`config.mk`:
```
export PLATFORM = sky130hd
export DESIGN_NAME = clk_period_meter
export DESIGN_NICKNAME = d
export VERILOG_FILES = /design/src/rtl/clk_period_meter.sv
export SDC_FILE = /design/constraint.sdc
export NUM_CORES = 1
export LEC_CHECK = 0
export BUFFER_PORTS_ARGS = -buffer_cell sky130_fd_sc_hd__buf_2
export CORE_MARGIN = 5
export CORE_UTILIZATION = 40
export DETAILED_ROUTE_END_ITERATION = 8
export MAX_ROUTING_LAYER = met4
export SLEW_MARGIN = 40
export SYNTH_ARGS = -nofsm -noshare
export SYNTH_HDL_FRONTEND = slang
export SYNTH_SLANG_ARGS = --single-unit
```
`constraint.sdc`:
```
create_clock -name clk_in -period 3.75 [get_ports clk_in]
set_clock_uncertainty 0.1 [all_clocks]
set_input_delay 0.375 -clock clk_in [delete_from_list [all_inputs] [get_ports clk_in]]
set_output_delay 0.375 -clock clk_in [all_outputs]
set_load 0.01 [all_outputs]
```
`src/rtl/clk_period_meter.sv`:
```
// clk_period_meter
//   Measures a slow or divided clock (sig_in) against the system clock
//   (clk_in). Reports the rise-to-rise period and the rise-to-fall high
//   time in clk_in cycles, pulses meas_valid once per completed period,
//   and flags frequency lock and loss of signal.
//
// Parameters
//   CNT_WIDTH  : width of the cycle counter and of period/high_time
//   LOCK_COUNT : consecutive matching periods needed for locked (1..15)
//   TOLERANCE  : largest |new - previous| period still counted as a match
//
// Ports
//   clk_in     in   system clock, all logic on its rising edge
//   rst_n      in   asynchronous active-low reset
//   en         in   measurement enable, low forces IDLE
//   sig_in     in   clock under test, asynchronous to clk_in
//   period     out  last measured period (saturates at 2^CNT_WIDTH-1)
//   high_time  out  last measured high time
//   meas_valid out  one-cycle pulse when period/high_time update
//   locked     out  period stable for LOCK_COUNT consecutive measurements
//   timeout    out  no rising edge seen within 2^CNT_WIDTH-1 cycles
//
// Handshake: meas_valid is a strobe with no ready; period, high_time and
// locked are valid in the cycle meas_valid is high and hold afterwards.
module clk_period_meter #(
  parameter int CNT_WIDTH  = 16,
  parameter int LOCK_COUNT = 4,
  parameter int TOLERANCE  = 0
) (
  input  logic                 clk_in,
  input  logic                 rst_n,
  input  logic                 en,
  input  logic                 sig_in,
  output logic [CNT_WIDTH-1:0] period,
  output logic [CNT_WIDTH-1:0] high_time,
  output logic                 meas_valid,
  output logic                 locked,
  output logic                 timeout
);

  typedef enum logic [1:0] {
    IDLE    = 2'd0,
    ARM     = 2'd1,
    MEASURE = 2'd2,
    TIMEOUT = 2'd3
  } state_t;

  localparam logic [CNT_WIDTH-1:0] CNT_MAX = {CNT_WIDTH{1'b1}};
  localparam logic [CNT_WIDTH-1:0] TOL     = CNT_WIDTH'(TOLERANCE);
  localparam logic [3:0]           LOCK_N  = 4'(LOCK_COUNT);

  // ---------------------------------------------------------------------
  // Input path: 2-flop synchronizer, then one edge register.
  // ---------------------------------------------------------------------
  logic       sync1;
  logic       s_sync;
  logic       s_d;
  // The synchronizer holds its reset zeros for two edges after reset
  // release, which would make a sig_in already high look like a low
  // followed by a rise. settle[1] marks s_sync as trustworthy.
  logic [1:0] settle;

  always_ff @(posedge clk_in or negedge rst_n) begin
    if (!rst_n) begin
      sync1  <= 1'b0;
      s_sync <= 1'b0;
      s_d    <= 1'b0;
      settle <= 2'b00;
    end else begin
      sync1  <= sig_in;
      s_sync <= sync1;
      s_d    <= s_sync;
      settle <= {settle[0], 1'b1};
    end
  end

  logic rise;
  logic fall;
  assign rise = s_sync & ~s_d;
  assign fall = ~s_sync & s_d;

  // ---------------------------------------------------------------------
  // State and datapath registers
  // ---------------------------------------------------------------------
  state_t               state;
  state_t               state_nxt;
  logic [CNT_WIDTH-1:0] cnt;
  logic [CNT_WIDTH-1:0] cnt_nxt;
  logic [CNT_WIDTH-1:0] hi_cap;
  logic [CNT_WIDTH-1:0] hi_cap_nxt;
  logic [3:0]           match_cnt;
  logic [3:0]           match_nxt;
  logic [CNT_WIDTH-1:0] period_nxt;
  logic [CNT_WIDTH-1:0] high_time_nxt;
  logic                 meas_valid_nxt;
  logic                 locked_nxt;
  logic                 timeout_nxt;

  // cnt+1 carries one extra bit so that a rise coinciding with counter
  // saturation yields 2^CNT_WIDTH, which is then clamped to CNT_MAX.
  logic [CNT_WIDTH:0]   cnt_inc;
  logic [CNT_WIDTH-1:0] new_period;
  logic [CNT_WIDTH-1:0] period_diff;
  logic                 period_match;
  logic [3:0]           match_upd;

  assign cnt_inc     = {1'b0, cnt} + {{CNT_WIDTH{1'b0}}, 1'b1};
  assign new_period  = cnt_inc[CNT_WIDTH] ? CNT_MAX : cnt_inc[CNT_WIDTH-1:0];
  // The period register still holds the previous measurement here.
  assign period_diff = (new_period >= period) ? (new_period - period)
                                              : (period - new_period);
  assign period_match = (period_diff <= TOL);

  // Match count after the measurement completing this cycle. A zero
  // count means this is the first measurement since ARM.
  always_comb begin
    match_upd = 4'd1;
    if (match_cnt != 4'd0 && period_match) begin
      if (match_cnt >= LOCK_N) begin
        match_upd = LOCK_N;
      end else begin
        match_upd = match_cnt + 4'd1;
      end
    end
  end

  always_ff @(posedge clk_in or negedge rst_n) begin
    if (!rst_n) begin
      state      <= IDLE;
      cnt        <= '0;
      hi_cap     <= '0;
      match_cnt  <= 4'd0;
      period     <= '0;
      high_time  <= '0;
      meas_valid <= 1'b0;
      locked     <= 1'b0;
      timeout    <= 1'b0;
    end else begin
      state      <= state_nxt;
      cnt        <= cnt_nxt;
      hi_cap     <= hi_cap_nxt;
      match_cnt  <= match_nxt;
      period     <= period_nxt;
      high_time  <= high_time_nxt;
      meas_valid <= meas_valid_nxt;
      locked     <= locked_nxt;
      timeout    <= timeout_nxt;
    end
  end

  // ---------------------------------------------------------------------
  // Next-state and next-value logic
  // ---------------------------------------------------------------------
  always_comb begin
    state_nxt      = state;
    cnt_nxt        = cnt;
    hi_cap_nxt     = hi_cap;
    match_nxt      = match_cnt;
    period_nxt     = period;
    high_time_nxt  = high_time;
    meas_valid_nxt = 1'b0;
    locked_nxt     = locked;
    timeout_nxt    = timeout;

    case (state)
      IDLE: begin
        cnt_nxt    = '0;
        locked_nxt = 1'b0;
        match_nxt  = 4'd0;
        // Arm only on a known-low input so a level already high is never
        // mistaken for a rising edge.
        if (en && settle[1] && !s_sync) begin
          state_nxt = ARM;
        end
      end

      ARM: begin
        cnt_nxt = '0;
        if (!en) begin
          state_nxt  = IDLE;
          locked_nxt = 1'b0;
          match_nxt  = 4'd0;
        end else if (rise) begin
          state_nxt = MEASURE;
        end
      end

      MEASURE: begin
        if (!en) begin
          state_nxt  = IDLE;
          cnt_nxt    = '0;
          locked_nxt = 1'b0;
          match_nxt  = 4'd0;
        end else if (rise) begin
          // A rise wins over counter saturation in the same cycle.
          period_nxt     = new_period;
          high_time_nxt  = hi_cap;
          meas_valid_nxt = 1'b1;
          cnt_nxt        = '0;
          timeout_nxt    = 1'b0;
          match_nxt      = match_upd;
          locked_nxt     = (match_upd == LOCK_N);
        end else if (cnt == CNT_MAX) begin
          state_nxt   = TIMEOUT;
          cnt_nxt     = '0;
          timeout_nxt = 1'b1;
          locked_nxt  = 1'b0;
          match_nxt   = 4'd0;
        end else begin
          cnt_nxt = cnt_inc[CNT_WIDTH-1:0];
          if (fall) begin
            hi_cap_nxt = new_period;
          end
        end
      end

      TIMEOUT: begin
        cnt_nxt = '0;
        // timeout stays set here and through IDLE until a measurement
        // completes or reset.
        if (!en) begin
          state_nxt  = IDLE;
          locked_nxt = 1'b0;
          match_nxt  = 4'd0;
        end else if (!s_sync) begin
          state_nxt = ARM;
        end
      end

      default: begin
        state_nxt = IDLE;
      end
    endcase
  end

endmodule

```
# Word level (Yosys, flattened, before mapping)
# Cells that the tools add are included.
[classes]
add_sub_neg = 4
magnitude_cmp = 3
n_eq_ne = 12
muxes = 32
n_bitwise = 6
reduce_logical = 14
[op_table]
columns = ["op", "n"]
rows = [
  ["$mux W16", 5],
  ["$pmux W16 S2", 1],
  ["$sub A16 B16 Y16", 2],
  ["$mux W4", 6],
  ["$add A16 B1 Y17 const B", 1],
  ["$eq A16 B16 Y1 const B", 1],
  ["$ge A16 B16 Y1", 1],
  ["$le A16 B1 Y1 const B", 1],
  ["$mux W2", 8],
  ["$ne A3 B3 Y1 const B", 4],
  ["$pmux W4 S3", 1],
  ["$reduce_and A5 Y1", 2],
  ["$mux W1", 9],
  ["$pmux W2 S4", 1],
  ["$reduce_and A3 Y1", 2],
  ["$add A4 B1 Y4 const B", 1],
  ["$eq A2 B2 Y1 const B", 2],
  ["$eq A4 B3 Y1 const B", 1],
  ["$ge A4 B3 Y1 const B", 1],
  ["$ne A2 B2 Y1 const B", 2],
  ["$ne A4 B4 Y1 const B", 1],
  ["$not A1 Y1", 4],
  ["$reduce_bool A4 Y1", 1],
  ["$logic_and A1 B1 Y1", 3],
  ["other kinds (9)", 10],
]
[totals]
ff_bits = 78
in_bits = 4
output_inout_bits = 35
wordCells = 84

# Depth between registers and ports, before layout
[logic_depth]
word_depth = 11
ltp_mapped = 18
ltp_nobuf = 18

# Least setup slack after synthesis
# OpenSTA, ideal clock, no wires.
[synth_timing]
path_kind = "reg-to-reg"
start = "register cnt[0]"
end = "register match_cnt[0]"
setup_ns = 0.132
arrival_ns = 3.736
t_required_ns = 3.518
slack_ns = -0.218
path_stages_with_launch = 16
path_buffers = 3
synth_period_minus_slack_ns = 3.968
path_cell_list = "dfrtp_1 > ha_1 > and3_1 > clkbuf_1 > nand4_1 > clkbuf_1 > nand2_1 > ha_1 > buf_6 > a21o_1 > a21o_1 > a221o_1 > a31o_1 > o31a_2 > a2111oi_0 > o21ai_1"
[synth_via]
elab_chain_cells = 10
word_cells_on_any_way = 15
cone_classes = "add/sub: 3; order compare: 2; eq/ne: 2; mux: 6; reduce/logical: 2"
[synth_rtl]
columns = ["item", "line", "rtl"]
rows = [
  ["from (decl)", "87", "logic [CNT_WIDTH-1:0] cnt;"],
  ["from (signal assigned)", "140", "cnt <= cnt_nxt;"],
  ["$add A16 B1 Y17 *", "107", "assign cnt_inc = {1'b0, cnt} + {{CNT_WIDTH{1'b0}}, 1'b1};"],
  ["$mux W16 *", "108", "assign new_period = cnt_inc[CNT_WIDTH] ? CNT_MAX : cnt_inc[CNT_WIDTH-1:0];"],
  ["net new_period[13]", "102", "logic [CNT_WIDTH-1:0] new_period;"],
  ["$sub A16 B16 Y16 (tied with other cells)", "111", ": (period - new_period);"],
  ["$mux W16 *", "110", "assign period_diff = (new_period >= period) ? (new_period - period)"],
  ["$le A16 B1 Y1 *", "112", "assign period_match = (period_diff <= TOL);"],
  ["$logic_and A1 B1 Y1 *", "118", "if (match_cnt != 4'd0 && period_match) begin"],
  ["$mux W4 *", "118", ""],
  ["$mux W4 *", "194", "end else if (rise) begin"],
  ["$mux W4 *", "189", "if (!en) begin"],
  ["$pmux W4 S3 *", "165", "case (state)"],
  ["to (signal assigned)", "142", "match_cnt <= match_nxt;"],
  ["to (decl)", "91", "logic [3:0] match_cnt;"],
]
# The timed path passes the listed nets; every way through them passes the cells marked *.
# A chain may end at the register's enable or synchronous reset.

# Worst setup path in the final report
[layout_timing]
start = "register cnt[7]"
end = "register match_cnt[0]"
# Same word-level chain as after synthesis.

==> key figures <==
Synth
  – Top post-synthesis cells by count: 106 x sky130_fd_sc_hd__nand2_1, 78 x sky130_fd_sc_hd__dfrtp_1, 53 x sky130_fd_sc_hd__nor2_1, 48 x sky130_fd_sc_hd__a21oi_1, 43 x sky130_fd_sc_hd__inv_1
  – Avg Inst Size Synth: around 8.4 um^2
  – Post-synthesis cell count: 570
  – Sequential area share after synthesis: 40.68%
  – Most common flop cell mapped by yosys: sky130_fd_sc_hd__dfrtp_1
  – Leading cell types by total area after synthesis: sky130_fd_sc_hd__dfrtp_1 41%, sky130_fd_sc_hd__ha_1 8.9%, sky130_fd_sc_hd__nand2_1 8.3%
  – Dominant cell by count in the synthesized netlist: sky130_fd_sc_hd__nand2_1
  – Synth Cell Area: 0.004798 mm^2
  – Syn_nets: 608
  – Count of different cell masters after synthesis: 63
  – Number of synthesis warnings: 0
  – Area share of the largest cell type after synthesis: 40.68%
  – Number of flip-flops and latches in the synthesized netlist: 78
  – Number of enable-type register cells in the synthesized netlist: 0
  – Biggest area consumer among synthesized cells: sky130_fd_sc_hd__dfrtp_1
  – Post-synth ARST share: 100.0%

Floorplanning
  – Area of the die: 0.01429 mm^2
  – FP Rows: 40
  – Die outline height: roughly 120 um
  – Floorplan core area: 0.01186 mm^2
  – Die width: between 100 and 150 um
  – I/O Pins: 39
  – Effective utilization at floorplan: 40.45%

STA
  – F_max: 268.6 MHz
  – Min Clock Period, post-route: 3.723 ns
  – Number of slew-limit violations in the final report: 0
  – Remaining max-slew budget at the tightest pin: 52.98%
  – Final hold viol count: 0
  – Final setup violating endpoints: 0
  – Unrepaired setup endpoints after global routing: true
  – Total Neg Setup Slack: 0 ns
  – Fin Hold WS: around 0.041 ns
  – Actual slew at the worst max-slew pin: 0.7053 ns
  – Portion of the clock cycle consumed by the worst path in the final layout: 99.28%

Routing
  – Via count of the routed design: 4274
  – Average via count per standard cell: around 5
  – Met3 wire len: 239 um
  – Number of remaining DRC errors: 0
  – Routed length on met2: 6381 um
  – 1st-iter DRT viols: 152
  – Final Routed Wirelength: 12690 um
  – Initial DRT Pass Iterations: 4
  – Average wire length per cell after detail routing: 15.28 um
  – Highest signal layer in the routed design: met4
  – Met1 Wirelength: 5718 um
  – Post-route ant nets: 0

Setup path
  – Crit end category: flip-flop
  – CP max-delay cell: sky130_fd_sc_hd__dfrtp_1
  – Arrival time reported for the critical path endpoint: 3.83 ns
  – Setup slack on the worst flop-to-flop path: 0.03 ns
  – Required time reported for the critical path endpoint: 3.86 ns
  – Maximum cell stage delay along the critical path: about 0.36 ns
  – Max FO, Critical Path: 7
  – Cell type group with the largest total delay on the critical path: compound AO/OA/AOI/OAI gates
  – Worst-path cell chain: and4_4 -> and2_4 -> nand3_4 -> nor2_4 -> nand4_1 -> buf_6 -> buf_6 -> nand2_4 -> ha_4 -> a21o_1 -> a21o_1 -> a221o_1 -> a31o_1 -> buf_4 -> o31a_2 -> a2111oi_4 -> o21ai_1
  – Kind of start point of the critical path: flip-flop
  – Buffer and inverter count on the worst path: 3
  – Category of the critical setup timing path: reg -> reg

Clock network
  – Deepest clock path buffer count: 2
  – Later-pin clock latency in the skew report: 0.34 ns
  – H-tree level count: 3
  – Worst-path clk slew: 0.06 ns
  – Number of clock sinks seen by CTS: 78
  – Clock tree from TritonCTS: built
  – Cell at the root of the clock tree: sky130_fd_sc_hd__clkbuf_16
  – Number of buffers added by the clock tree synthesis step: 9

Layout
  – Antenna diode count: 0
  – Share of the core filled with cells: a little over half
  – Net total in the final layout: 719
  – Filler Cell Count: 1069
  – Layout overhead on the synthesized area: 34.86%
  – Layout cells sized above 1: 33.19%
  – Final standard cell area without fillers: ~0.0065 mm^2

Placed design
  – Sum of net half-perimeters after detailed placement: approximately 9600 um
  – Placed standard-cell area: 0.005713 mm^2
  – Routability congestion estimate from global placement: 0.9660
  – Buffers added on ports: 38

Flow run
  – Max_cap viols: 0

Global route
  – Largest net degree at the start of global routing: 79
  – Grt total ovfl: 0
  – Number of antenna violations at the first check in global routing: 0
  – First-pass GRT wire length: 20960 um
  – Via count of the first global-routing pass: roughly 4400
  – Total routing usage reported by global routing: between 10% and 20%

Power
  – PwrDens: 386.8 mW/mm^2
  – Static leakage: 3.107 nW
  – Worst vdd rail ir drop: roughly 0.32 mV

Run status
  – Result of the run: complete, no violations

Hold path
  – Kind of path behind the tightest hold check: in -> reg
area by class of cell:
| type | count | area (um^2) | share of cell area, % |
|---|---|---|---|
| clock buffers | 10 | 239.0 | 3.693 |
| clock inverters | 4 | 25.02 | 0.3867 |
| multi-input cells | 426 | 3062 | 47.31 |
| repair buffers | 122 | 844.6 | 13.05 |
| flip-flops and latches | 78 | 1952 | 30.16 |
| well taps | 147 | 183.9 | 2.842 |
| inverters | 44 | 165.2 | 2.552 |
registers in the layout, indices dropped and copies added (netlist names):
register	cells
cnt	16
hi_cap	16
high_time	16
period	16
match_cnt	4
settle	2
state	2
locked	1
meas_valid	1
s_d	1
s_sync	1
sync1	1
timeout	1
through the flow:
stage / total power [mW] / setup slack, ns / instances
after floorplan: 1.425 / -0.004966 / 570
after global placement: 1.658 / -0.09227 / 807
after detailed placement: 1.672 / -0.1720 / 807
after CTS: 2.492 / 0.001410 / 822
after global routing: 2.661 / -0.1498 / 831
final: 2.503 / 0.02711 / 831
routing by layer:
| metal | vias to the layer above | track usage [%] |
|---|---|---|
| li1 | 2144 | - |
| met1 | 2041 | 22.21 |
| met2 | 61 | 31.43 |
| met3 | 28 | 2.686 |
| met4 | 0 | 7.874 |
| met5 | - | - |
power breakdown:
part	internal, mW	leakage, nW	total [mW]	switching, mW
combinational	0.329	1.93	0.673	0.344
clock	0.456	0.126	0.797	0.341
sequential	0.963	1.05	1.03	0.0705
total	1.75	3.11	2.50	0.755
worst reg2reg max path, delay by kind of cell, from the launching register on:
family,cells,cell delay [ns]
buffers and inverters,3,0.49
DFF,1,0.36
and+or+nand+nor,6,0.79
AOI/OAI and AO/OA,7,1.64
adders and majority gates,1,0.22
cell families after synthesis:
kind of cell / share of synthesized area (%)
adder cells (fa/ha/maj): 8.866
flip-flops: 40.68
AND/OR/NAND/NOR: 20.31
AO/OA/AOI/OAI: 17.99
XOR/XNOR: 5.293
other: 0.07815
multiplexers: 1.069
buffers and inverters: 5.710
what timing repair did:
item	in CTS	in global routing
pin swaps	2	17
endpoints found under the setup margin	4	4
endpoints found under the hold margin	11	0
hold buffers	1	0
gates cloned	0	1
buffers inserted	0	8
gates resized for setup	14	78
placed cells by master (no fill, tap or decap), types with 3 or more instances in the layout:
cell and instances:
sky130_fd_sc_hd__a21oi_2 6, sky130_fd_sc_hd__buf_6 5, sky130_fd_sc_hd__mux2i_1 4, sky130_fd_sc_hd__and2_4 4
sky130_fd_sc_hd__a21oi_1 42, sky130_fd_sc_hd__xnor2_1 16, sky130_fd_sc_hd__ha_1 10, sky130_fd_sc_hd__nor2_2 3
sky130_fd_sc_hd__and4_2 3, sky130_fd_sc_hd__nor3_1 3, sky130_fd_sc_hd__nor2_1 50, sky130_fd_sc_hd__nand3_1 7
sky130_fd_sc_hd__dfrtp_1 78, sky130_fd_sc_hd__ha_4 15, sky130_fd_sc_hd__ha_2 9, sky130_fd_sc_hd__nand2_4 3
sky130_fd_sc_hd__nor2b_1 3, sky130_fd_sc_hd__and2_1 4, sky130_fd_sc_hd__buf_4 79, sky130_fd_sc_hd__nand2_2 7
sky130_fd_sc_hd__a21o_1 5, sky130_fd_sc_hd__nand4_1 8, sky130_fd_sc_hd__o21a_1 4, sky130_fd_sc_hd__o21ai_2 3
sky130_fd_sc_hd__o21ai_1 7, sky130_fd_sc_hd__clkbuf_16 9, sky130_fd_sc_hd__o21ai_0 33, sky130_fd_sc_hd__inv_2 4
sky130_fd_sc_hd__buf_2 37, sky130_fd_sc_hd__a2111oi_4 3, sky130_fd_sc_hd__o211ai_1 4, sky130_fd_sc_hd__nand2b_1 4
sky130_fd_sc_hd__a21oi_4 4, sky130_fd_sc_hd__xor2_1 11, sky130_fd_sc_hd__inv_1 39, sky130_fd_sc_hd__nand2_1 96
final timing paths:
| kind | startpoint | end | cells after the start |
|---|---|---|---|
| setup / recovery | cnt[7] | match_cnt[0] | 17 |
| min in group asynchronous | rst_n | period[1] | 2 |
| setup reg to reg | cnt[7] | match_cnt[0] | 17 |
| hold / removal | sig_in | sync1 | 1 |
| hold reg to reg | settle[0] | settle[1] | 0 |
| max in group asynchronous | rst_n | hi_cap[14] | 2 |
Note: power is estimated with default switching activity, not from simulation.
